### src/rtl/prog_updown_counter.sv
// prog_updown_counter
//   Bus-programmable up/down counter. A host loads preload (PLR), upper and
//   lower limits (ULR/LLR), cycle count (CCR) and MODE over a chip-select
//   port. A rising edge on start_in runs CCR complete count cycles in bounce,
//   up-wrap or down-wrap mode, then raises ec_out.
// Ports:
//   clk_in, reset_in        clock, asynchronous active-low reset
//   ncs_in, nwr_in, nrd_in  active-low chip select / write / read strobes
//   addr_in, din, dout      register address, write data, registered read data
//   start_in                run request, rising-edge sensitive
//   count_out, dir_out      current count, direction of the next step (1 = up)
//   busy_out, err_out       run in progress, bad configuration at last start
//   ec_out                  all cycles completed
module prog_updown_counter #(
  parameter int unsigned WIDTH     = 8,
  parameter int unsigned CCR_WIDTH = 8
) (
  input  logic             clk_in,
  input  logic             reset_in,
  input  logic             ncs_in,
  input  logic             nwr_in,
  input  logic             nrd_in,
  input  logic [2:0]       addr_in,
  input  logic [WIDTH-1:0] din,
  output logic [WIDTH-1:0] dout,
  input  logic             start_in,
  output logic [WIDTH-1:0] count_out,
  output logic             dir_out,
  output logic             busy_out,
  output logic             err_out,
  output logic             ec_out
);

  typedef enum logic {S_IDLE, S_COUNT} state_e;
  typedef enum logic [1:0] {M_BOUNCE = 2'b00, M_UP = 2'b01, M_DOWN = 2'b10, M_RSVD = 2'b11} mode_e;

  state_e               state_q;
  mode_e                mode_q;
  logic [WIDTH-1:0]     plr_q, ulr_q, llr_q, cnt_q, dout_q;
  logic [CCR_WIDTH-1:0] ccr_q, rem_q;
  logic [WIDTH:0]       step_q;
  logic                 dir_q, err_q, ec_q, start_q;

  logic                 wr_en, rd_en, start_ev, abort, cfg_bad;
  logic                 eff_up, dir_d, cyc_done;
  logic [WIDTH-1:0]     cnt_d, span, rd_val;
  logic [WIDTH:0]       step_d, cyc_len;
  logic [1:0]           mode_bits;
  logic [3:0]           status;

  assign wr_en     = !ncs_in && !nwr_in;
  assign rd_en     = !ncs_in && !nrd_in && nwr_in;
  assign start_ev  = start_in && !start_q;
  assign abort     = wr_en && (addr_in == 3'd4) && din[2];
  assign cfg_bad   = (mode_q == M_RSVD) ||
                     !((llr_q < ulr_q) && (llr_q <= plr_q) && (plr_q <= ulr_q));
  assign mode_bits = mode_q;
  assign status    = {busy_out, dir_q, ec_q, err_q};

  // Next count/direction for one step in the current mode.
  always_comb begin
    eff_up = dir_q;
    cnt_d  = cnt_q;
    dir_d  = dir_q;
    unique case (mode_q)
      M_BOUNCE: begin
        // Limits force the turn, so a run loaded at ULR starts downward.
        eff_up = (cnt_q == ulr_q) ? 1'b0 : (cnt_q == llr_q) ? 1'b1 : dir_q;
        cnt_d  = eff_up ? cnt_q + WIDTH'(1) : cnt_q - WIDTH'(1);
        dir_d  = (cnt_d == ulr_q) ? 1'b0 : (cnt_d == llr_q) ? 1'b1 : eff_up;
      end
      M_UP: begin
        cnt_d = (cnt_q == ulr_q) ? llr_q : cnt_q + WIDTH'(1);
        dir_d = 1'b1;
      end
      M_DOWN: begin
        cnt_d = (cnt_q == llr_q) ? ulr_q : cnt_q - WIDTH'(1);
        dir_d = 1'b0;
      end
      default: begin
        cnt_d = cnt_q;
        dir_d = dir_q;
      end
    endcase
  end

  // Cycle completion is tracked by step count: a bounce cycle passes PLR
  // mid-cycle, so matching the count against PLR alone is not enough.
  assign span     = ulr_q - llr_q;
  assign cyc_len  = (mode_q == M_BOUNCE) ? {span, 1'b0} : {1'b0, span} + (WIDTH+1)'(1);
  assign step_d   = step_q + (WIDTH+1)'(1);
  assign cyc_done = (step_d == cyc_len);

  always_comb begin
    rd_val = '0;
    unique case (addr_in)
      3'd0: rd_val = plr_q;
      3'd1: rd_val = ulr_q;
      3'd2: rd_val = llr_q;
      3'd3: rd_val = WIDTH'(ccr_q);
      3'd4: rd_val = WIDTH'(mode_bits);
      3'd5: rd_val = WIDTH'(status);
      3'd6: rd_val = WIDTH'(rem_q);
      3'd7: rd_val = cnt_q;
      default: rd_val = '0;
    endcase
  end

  always_ff @(posedge clk_in or negedge reset_in) begin
    if (!reset_in) begin
      state_q <= S_IDLE;
      mode_q  <= M_BOUNCE;
      plr_q   <= '0;
      ulr_q   <= '1;
      llr_q   <= '0;
      ccr_q   <= '0;
      rem_q   <= '0;
      step_q  <= '0;
      cnt_q   <= '0;
      dir_q   <= 1'b1;
      err_q   <= 1'b0;
      ec_q    <= 1'b0;
      dout_q  <= '0;
      start_q <= 1'b0;
    end else begin
      start_q <= start_in;

      if (wr_en && state_q == S_IDLE) begin
        unique case (addr_in)
          3'd0: plr_q  <= din;
          3'd1: ulr_q  <= din;
          3'd2: llr_q  <= din;
          3'd3: ccr_q  <= din[CCR_WIDTH-1:0];
          3'd4: mode_q <= mode_e'(din[1:0]);
          default: ;
        endcase
      end

      if (rd_en) dout_q <= rd_val;

      unique case (state_q)
        S_IDLE: begin
          if (start_ev) begin
            if (cfg_bad) begin
              err_q <= 1'b1;
              ec_q  <= 1'b0;
            end else if (ccr_q == '0) begin
              err_q <= 1'b0;
              ec_q  <= 1'b1;
            end else begin
              err_q   <= 1'b0;
              ec_q    <= 1'b0;
              cnt_q   <= plr_q;
              rem_q   <= ccr_q;
              step_q  <= '0;
              dir_q   <= (mode_q != M_DOWN);
              state_q <= S_COUNT;
            end
          end
        end
        S_COUNT: begin
          if (abort) begin
            state_q <= S_IDLE;
          end else begin
            cnt_q <= cnt_d;
            dir_q <= dir_d;
            if (cyc_done) begin
              step_q <= '0;
              rem_q  <= rem_q - CCR_WIDTH'(1);
              if (rem_q == CCR_WIDTH'(1)) begin
                ec_q    <= 1'b1;
                state_q <= S_IDLE;
              end
            end else begin
              step_q <= step_d;
            end
          end
        end
        default: state_q <= S_IDLE;
      endcase
    end
  end

  assign dout      = dout_q;
  assign count_out = cnt_q;
  assign dir_out   = dir_q;
  assign busy_out  = (state_q == S_COUNT);
  assign err_out   = err_q;
  assign ec_out    = ec_q;

endmodule
### config.mk
export PLATFORM = sky130hd
export DESIGN_NAME = prog_updown_counter
export DESIGN_NICKNAME = d
export VERILOG_FILES = /design/src/rtl/prog_updown_counter.sv
export SDC_FILE = /design/constraint.sdc
export NUM_CORES = 1
export LEC_CHECK = 0
export CELL_PAD_IN_SITES_DETAIL_PLACEMENT = 1
export CELL_PAD_IN_SITES_GLOBAL_PLACEMENT = 1
export CORE_MARGIN = 2
export CORE_UTILIZATION = 42
export DETAILED_ROUTE_END_ITERATION = 8
export PLACE_DENSITY = 0.82
export SETUP_SLACK_MARGIN = 0.05
export SYNTH_ARGS = -nofsm -noshare
export SYNTH_HDL_FRONTEND = slang
export SYNTH_SLANG_ARGS = --single-unit
export TNS_END_PERCENT = 30
### constraint.sdc
create_clock -name clk_in -period 3.9 [get_ports clk_in]
set_clock_uncertainty 0.05 [all_clocks]
set_input_delay 0.975 -clock clk_in [delete_from_list [all_inputs] [get_ports clk_in]]
set_output_delay 0.975 -clock clk_in [all_outputs]
set_load 0.1 [all_outputs]
# Word level (Yosys, flattened, before mapping)
# Cells that the tools add are included.
# Widths: inputs -> output; s select.
[classes]
n_reduce_logical = 28
n_mul = 0
eq_ne = 24
n_mux = 48
bitwise_logic = 1
div = 0
order_cmp = 3
addsub = 6
shift = 0
[op_table]
columns = ["cell", "n"]
rows = [
  ["$mux 8", 12],
  ["$pmux 8 s8", 1],
  ["$mux 9", 6],
  ["$eq 8x8->1", 4],
  ["$pmux 8 s2", 2],
  ["$pmux 8 s3", 1],
  ["$mux 1", 21],
  ["$pmux 9 s2", 1],
  ["$le 8x8->1", 2],
  ["$sub 8x1->8 const B", 2],
  ["$eq 3x3->1 const B", 4],
  ["$reduce_and 2->1", 6],
  ["$ne 2x2->1 const B", 5],
  ["$reduce_and 5->1", 2],
  ["$add 8x1->9 const B", 1],
  ["$add 9x1->9 const B", 1],
  ["$eq 9x9->1", 1],
  ["$logic_and 1x1->1", 9],
  ["$add 8x1->8 const B", 1],
  ["$eq 8x1->1 const B", 1],
  ["$logic_not 8->1", 1],
  ["$lt 8x8->1", 1],
  ["$reduce_and 4->1", 2],
  ["$sub 8x8->8", 1],
  ["other kinds (13)", 22],
]
[totals]
n_memories = 0
in_bits = 17
register_bits = 72
latchBits = 0
out_inout_bits = 20
word_cells = 124
romBits = 0
mem_bits_rw = 0

# Longest topological paths before layout
[depth]
word_depth = 10
mapped_depth = 15
ltp_nobuf = 15

# Worst setup path after synthesis
# Ideal clock, no wire load.
[synth_path]
path_type = "register -> register"
from = "register cnt_q[0] (netlist: count_out[0])"
to = "register dir_q (netlist: dir_out)"
setup_time_ns = 0.083
stages_incl_launch_ff = 13
required_ns = 3.767
path_slack_ns = 0.230
period_less_slack_ns = 3.670
arrival_time_ns = 3.536
path_buffers = 1
path_cell_list = "dfrtp_1 buf_2 xor2_1 nor4_1 nand2_2 nand2_2 mux2i_1 nor2_1 a2111oi_0 nand4_1 o31ai_1 o311ai_1 a41oi_1"
[synth_between]
elab_chain_len = 10
word_cells_on_any_way = 14
cone_classes = "2 x add/sub; 4 x eq/ne; 8 x mux"
[synth_rtl]
columns = ["element", "line", "rtl"]
rows = [
  ["start, declared", "39", "logic [WIDTH-1:0] plr_q, ulr_q, llr_q, cnt_q, dout_q;"],
  ["start signal, assigned", "153", "cnt_q <= plr_q;"],
  ["start signal, assigned", "165", "cnt_q <= cnt_d;"],
  ["parallel branches: the longest is 6 deep, another holds $sub 8x1->8", "--", ""],
  ["$mux 1 *", "70", "dir_d = (cnt_d == ulr_q) ? 1'b0 : (cnt_d == llr_q) ? 1'b1 : eff_up;"],
  ["$pmux 1 s3 *", "65", "unique case (mode_q)"],
  ["$mux 1 *", "162", "if (abort) begin"],
  ["$pmux 1 s2 *", "141", "unique case (state_q)"],
  ["end signal, assigned", "156", "dir_q <= (mode_q != M_DOWN);"],
  ["end signal, assigned", "166", "dir_q <= dir_d;"],
  ["end, declared", "42", "logic dir_q, err_q, ec_q, start_q;"],
]
# Mark *: on every way between the ends. The select of a mux whose other input is x is not followed.
# A chain may end at the register's enable or synchronous reset.

# Worst setup path in the final report
[layout_path]
from = "register ulr_q[0]"
to = "register step_q[3]"
[layout_between]
elab_chain_len = 7
word_cells_on_any_way = 15
cone_classes = "2 x add/sub; 2 x order compare; 2 x eq/ne; 4 x mux; 5 x reduce/logical"
[layout_rtl]
columns = ["element", "line", "rtl"]
rows = [
  ["start, declared", "39", ""],
  ["start signal, assigned", "131", "3'd1: ulr_q <= din;"],
  ["$sub 8x8->8 or $lt 8x8->1 (tied branches)", "89, 56", ""],
  ["$add 8x1->9 or $logic_and 1x1->1 (tied branches)", "90, 56", ""],
  ["$mux 9 or $logic_and 1x1->1 (tied branches)", "90, 56", ""],
  ["$eq 9x9->1 or $logic_not 1->1 (tied branches)", "92, 56", ""],
  ["$mux 9 or $logic_or 1x1->1 (tied branches)", "167, 55", ""],
  ["$mux 9 or $ne 2x2->1 (tied branches)", "--", ""],
  ["$pmux 9 s2 or $reduce_and 4->1 (tied branches)", "--", ""],
  ["end signal, assigned", "175", "step_q <= step_d;"],
  ["end, declared", "41", "logic [WIDTH:0] step_q;"],
]
# Several ways; a longest one is shown, not always the timed one. The select of a mux whose other input is x is not followed.

==> metrics.txt <==
num ports 37; CTS clk-pin slew, worst paths 70 ps; Setup crit start kind flop; Layout Nets 816; R2R cell count 15; gpl congestion 0.952; Post-synth EDFFs 0; worst slew pin tran 995 ps; total CTS buffers 9; grt ovf 0; pins over their slew limit 0; Hold Crit Class flop to flop; Seq cells post-synth 72; Finish-stage setup viols 0; detail-routed via count per cell 6.18; Post-Syn Nets 764; Die Area 15700 um^2; DR pass1 iterations 5; GRT Resource Usage Total 0.287; largest net degree at the start of global routing 73; slowest stage delay, CP 610 ps; WL final 22200 um; Worst setup EP type flop; Post-Synthesis Mean Instance Area 8.67 um^2; post-layout worst setup margin 56.9 ps; Async SR Flop Fraction 1.00; fill count 1700; Die W 125 um; Worst path top cell family by delay adder cells; Reg area 1810 um^2; Yosys warning total 0; mapped cell area 6170 um^2; Post-Place Worst Slack -47.3 ps; period utilization 0.985; Final Hold Vio Count 0; number of global-route vias before repair 6436; cell count after synthesis 712; relative slew slack 0.335; Worst-Skew Late Latency 360 ps; hold slack 451 ps; H-tree levels 3; Netlist cell types 81; cts hold-fix bufs 0; slowest stage cell, crit path or4_4; remaining antenna violation count 0; Post-route DRC 0; WP depth 15; status finished clean; Die Ht 125 um; reg2reg setup slack 60 ps; CTS max path bufs 2; worst path arrival time 4040 ps; Row Count 44; fin crit period 3840 ps; WL/cell 23.3 um; initial DRC count 404; first-pass GRT wire length 35600 um; RSZ-0062 raised after global routing yes; Area Growth Syn to Fin 19.6%; initial antenna violation count 0; area of the multi-input gates 4250 um^2; critical path cell sequence inv_2 -> ha_4 -> fa_2 -> inv_2 -> ha_4 -> nor2_1 -> xor2_1 -> a21oi_2 -> a21oi_2 -> o2111ai_2 -> or4_4 -> o21ai_4 -> buf_4 -> a21oi_1 -> a21o_1; Port-buffer cells 36; Total Neg Setup Slack 0 ps; proportion of layout cells with a drive suffix above 1 0.225; via count 5886; Crit path buffers/inverters 3; n_diodes 0; CTS tree built; sequential share of the synthesized area 0.294; commonest non-fill, non-tap cells in the layout nand2_1 (63), dfrtp_1 (63), nor2_1 (51); core area 14400 um^2; Max Cap Violations 0; WP data required 4100 ps; initial core utilization 0.428; Sink Count 72; Detailed Place HPWL 15600 um; top fanout value on the critical path 7; crit path kind flop to flop; FMAX 260 MHz; dominant synthesized flop cell dfrtp_1; root buf cell clkbuf_16; Cells on Worst Hold Path 2
## worst reg2reg max path, cell delays in order (launching register included)
cell and delay (ps):
dfstp_2 540, inv_2 50, ha_4 170, fa_2 550
inv_2 60, ha_4 250, nor2_1 130, xor2_1 230
a21oi_2 110, a21oi_2 170, o2111ai_2 130, or4_4 610
o21ai_4 310, buf_4 180, a21oi_1 40, a21o_1 150
## sequential cells by signal (all words and copies together) (netlist names)
signal and flops:
count_out 8, plr_q 8, llr_q 8, mode_bits 2, busy_out 1, ulr_q 8
dir_out 1, step_q 9, start_q 1, dout 8, ccr_q 8, err_out 1
ec_out 1, rem_q 8
## logic make-up after synthesis
kind of cell / Yosys count / share of synthesized area
AO/OA/AOI/OAI: 194 / 0.218
multiplexers: 53 / 0.0936
AND/OR/NAND/NOR: 214 / 0.172
XOR/XNOR: 65 / 0.100
flip-flops: 72 / 0.294
adder cells (fa/ha/maj): 35 / 0.0722
buffers and inverters: 79 / 0.0503
## area by class of cell
| type | instances | area share |
|---|---|---|
| Multi-Input combinational cell | 561 | 0.575 |
| Sequential cell | 72 | 0.246 |
| Timing Repair Buffer | 74 | 0.0857 |
| Tap cell | 184 | 0.0312 |
| Clock buffer | 9 | 0.0305 |
| Inverter | 46 | 0.0234 |
| Clock inverter | 7 | 0.00847 |
## worst paths after layout
check / startpoint / to
worst max-delay path: ulr_q[0] / step_q[3]
worst min-delay path: dout[1] / dout[1]
worst max register to register: ulr_q[0] / step_q[3]
worst min register to register: dout[1] / dout[1]
max in group asynchronous: reset_in / count_out[5]
min in group asynchronous: reset_in / rem_q[5]
## metrics by stage
stage,area (um^2),utilization,std cells
after global placement,6810,0.472,926
after floorplan,6170,-,712
after detailed placement,6810,0.472,926
after CTS,7290,0.505,951
final,7380,0.512,953
after global routing,7380,0.512,953
## per-layer routing
metal,part of all wire,GRT usage,up-vias
met5,0,0,-
met4,0.046,0.133,0
met3,0.054,0.0471,61
met2,0.48,0.476,217
met1,0.42,0.366,2947
li1,-,-,2661
## what timing repair did
action / CTS / global route
gates cloned: 1 / 0
setup buffers: 8 / 4
setup endpoints to repair: 15 / 18
resized for setup: 20 / 23
pin swaps: 14 / 18
## Yosys cell counts, types with 19 or more instances
cell / count / share of area
xor2_1: 19 / 0.027
clkbuf_1: 21 / 0.013
dfrtp_1: 63 / 0.26
nand2_1: 63 / 0.038
mux2_2: 37 / 0.067
xnor2_1: 41 / 0.058
a21oi_1: 33 / 0.027
nor2_1: 53 / 0.032
inv_1: 45 / 0.027
o21ai_0: 50 / 0.041
ha_1: 34 / 0.069
nand3_1: 20 / 0.016
Power is left out: the tool's default activity adds up to more than one toggle a clock period on the data nets, which glitch-free logic cannot reach.
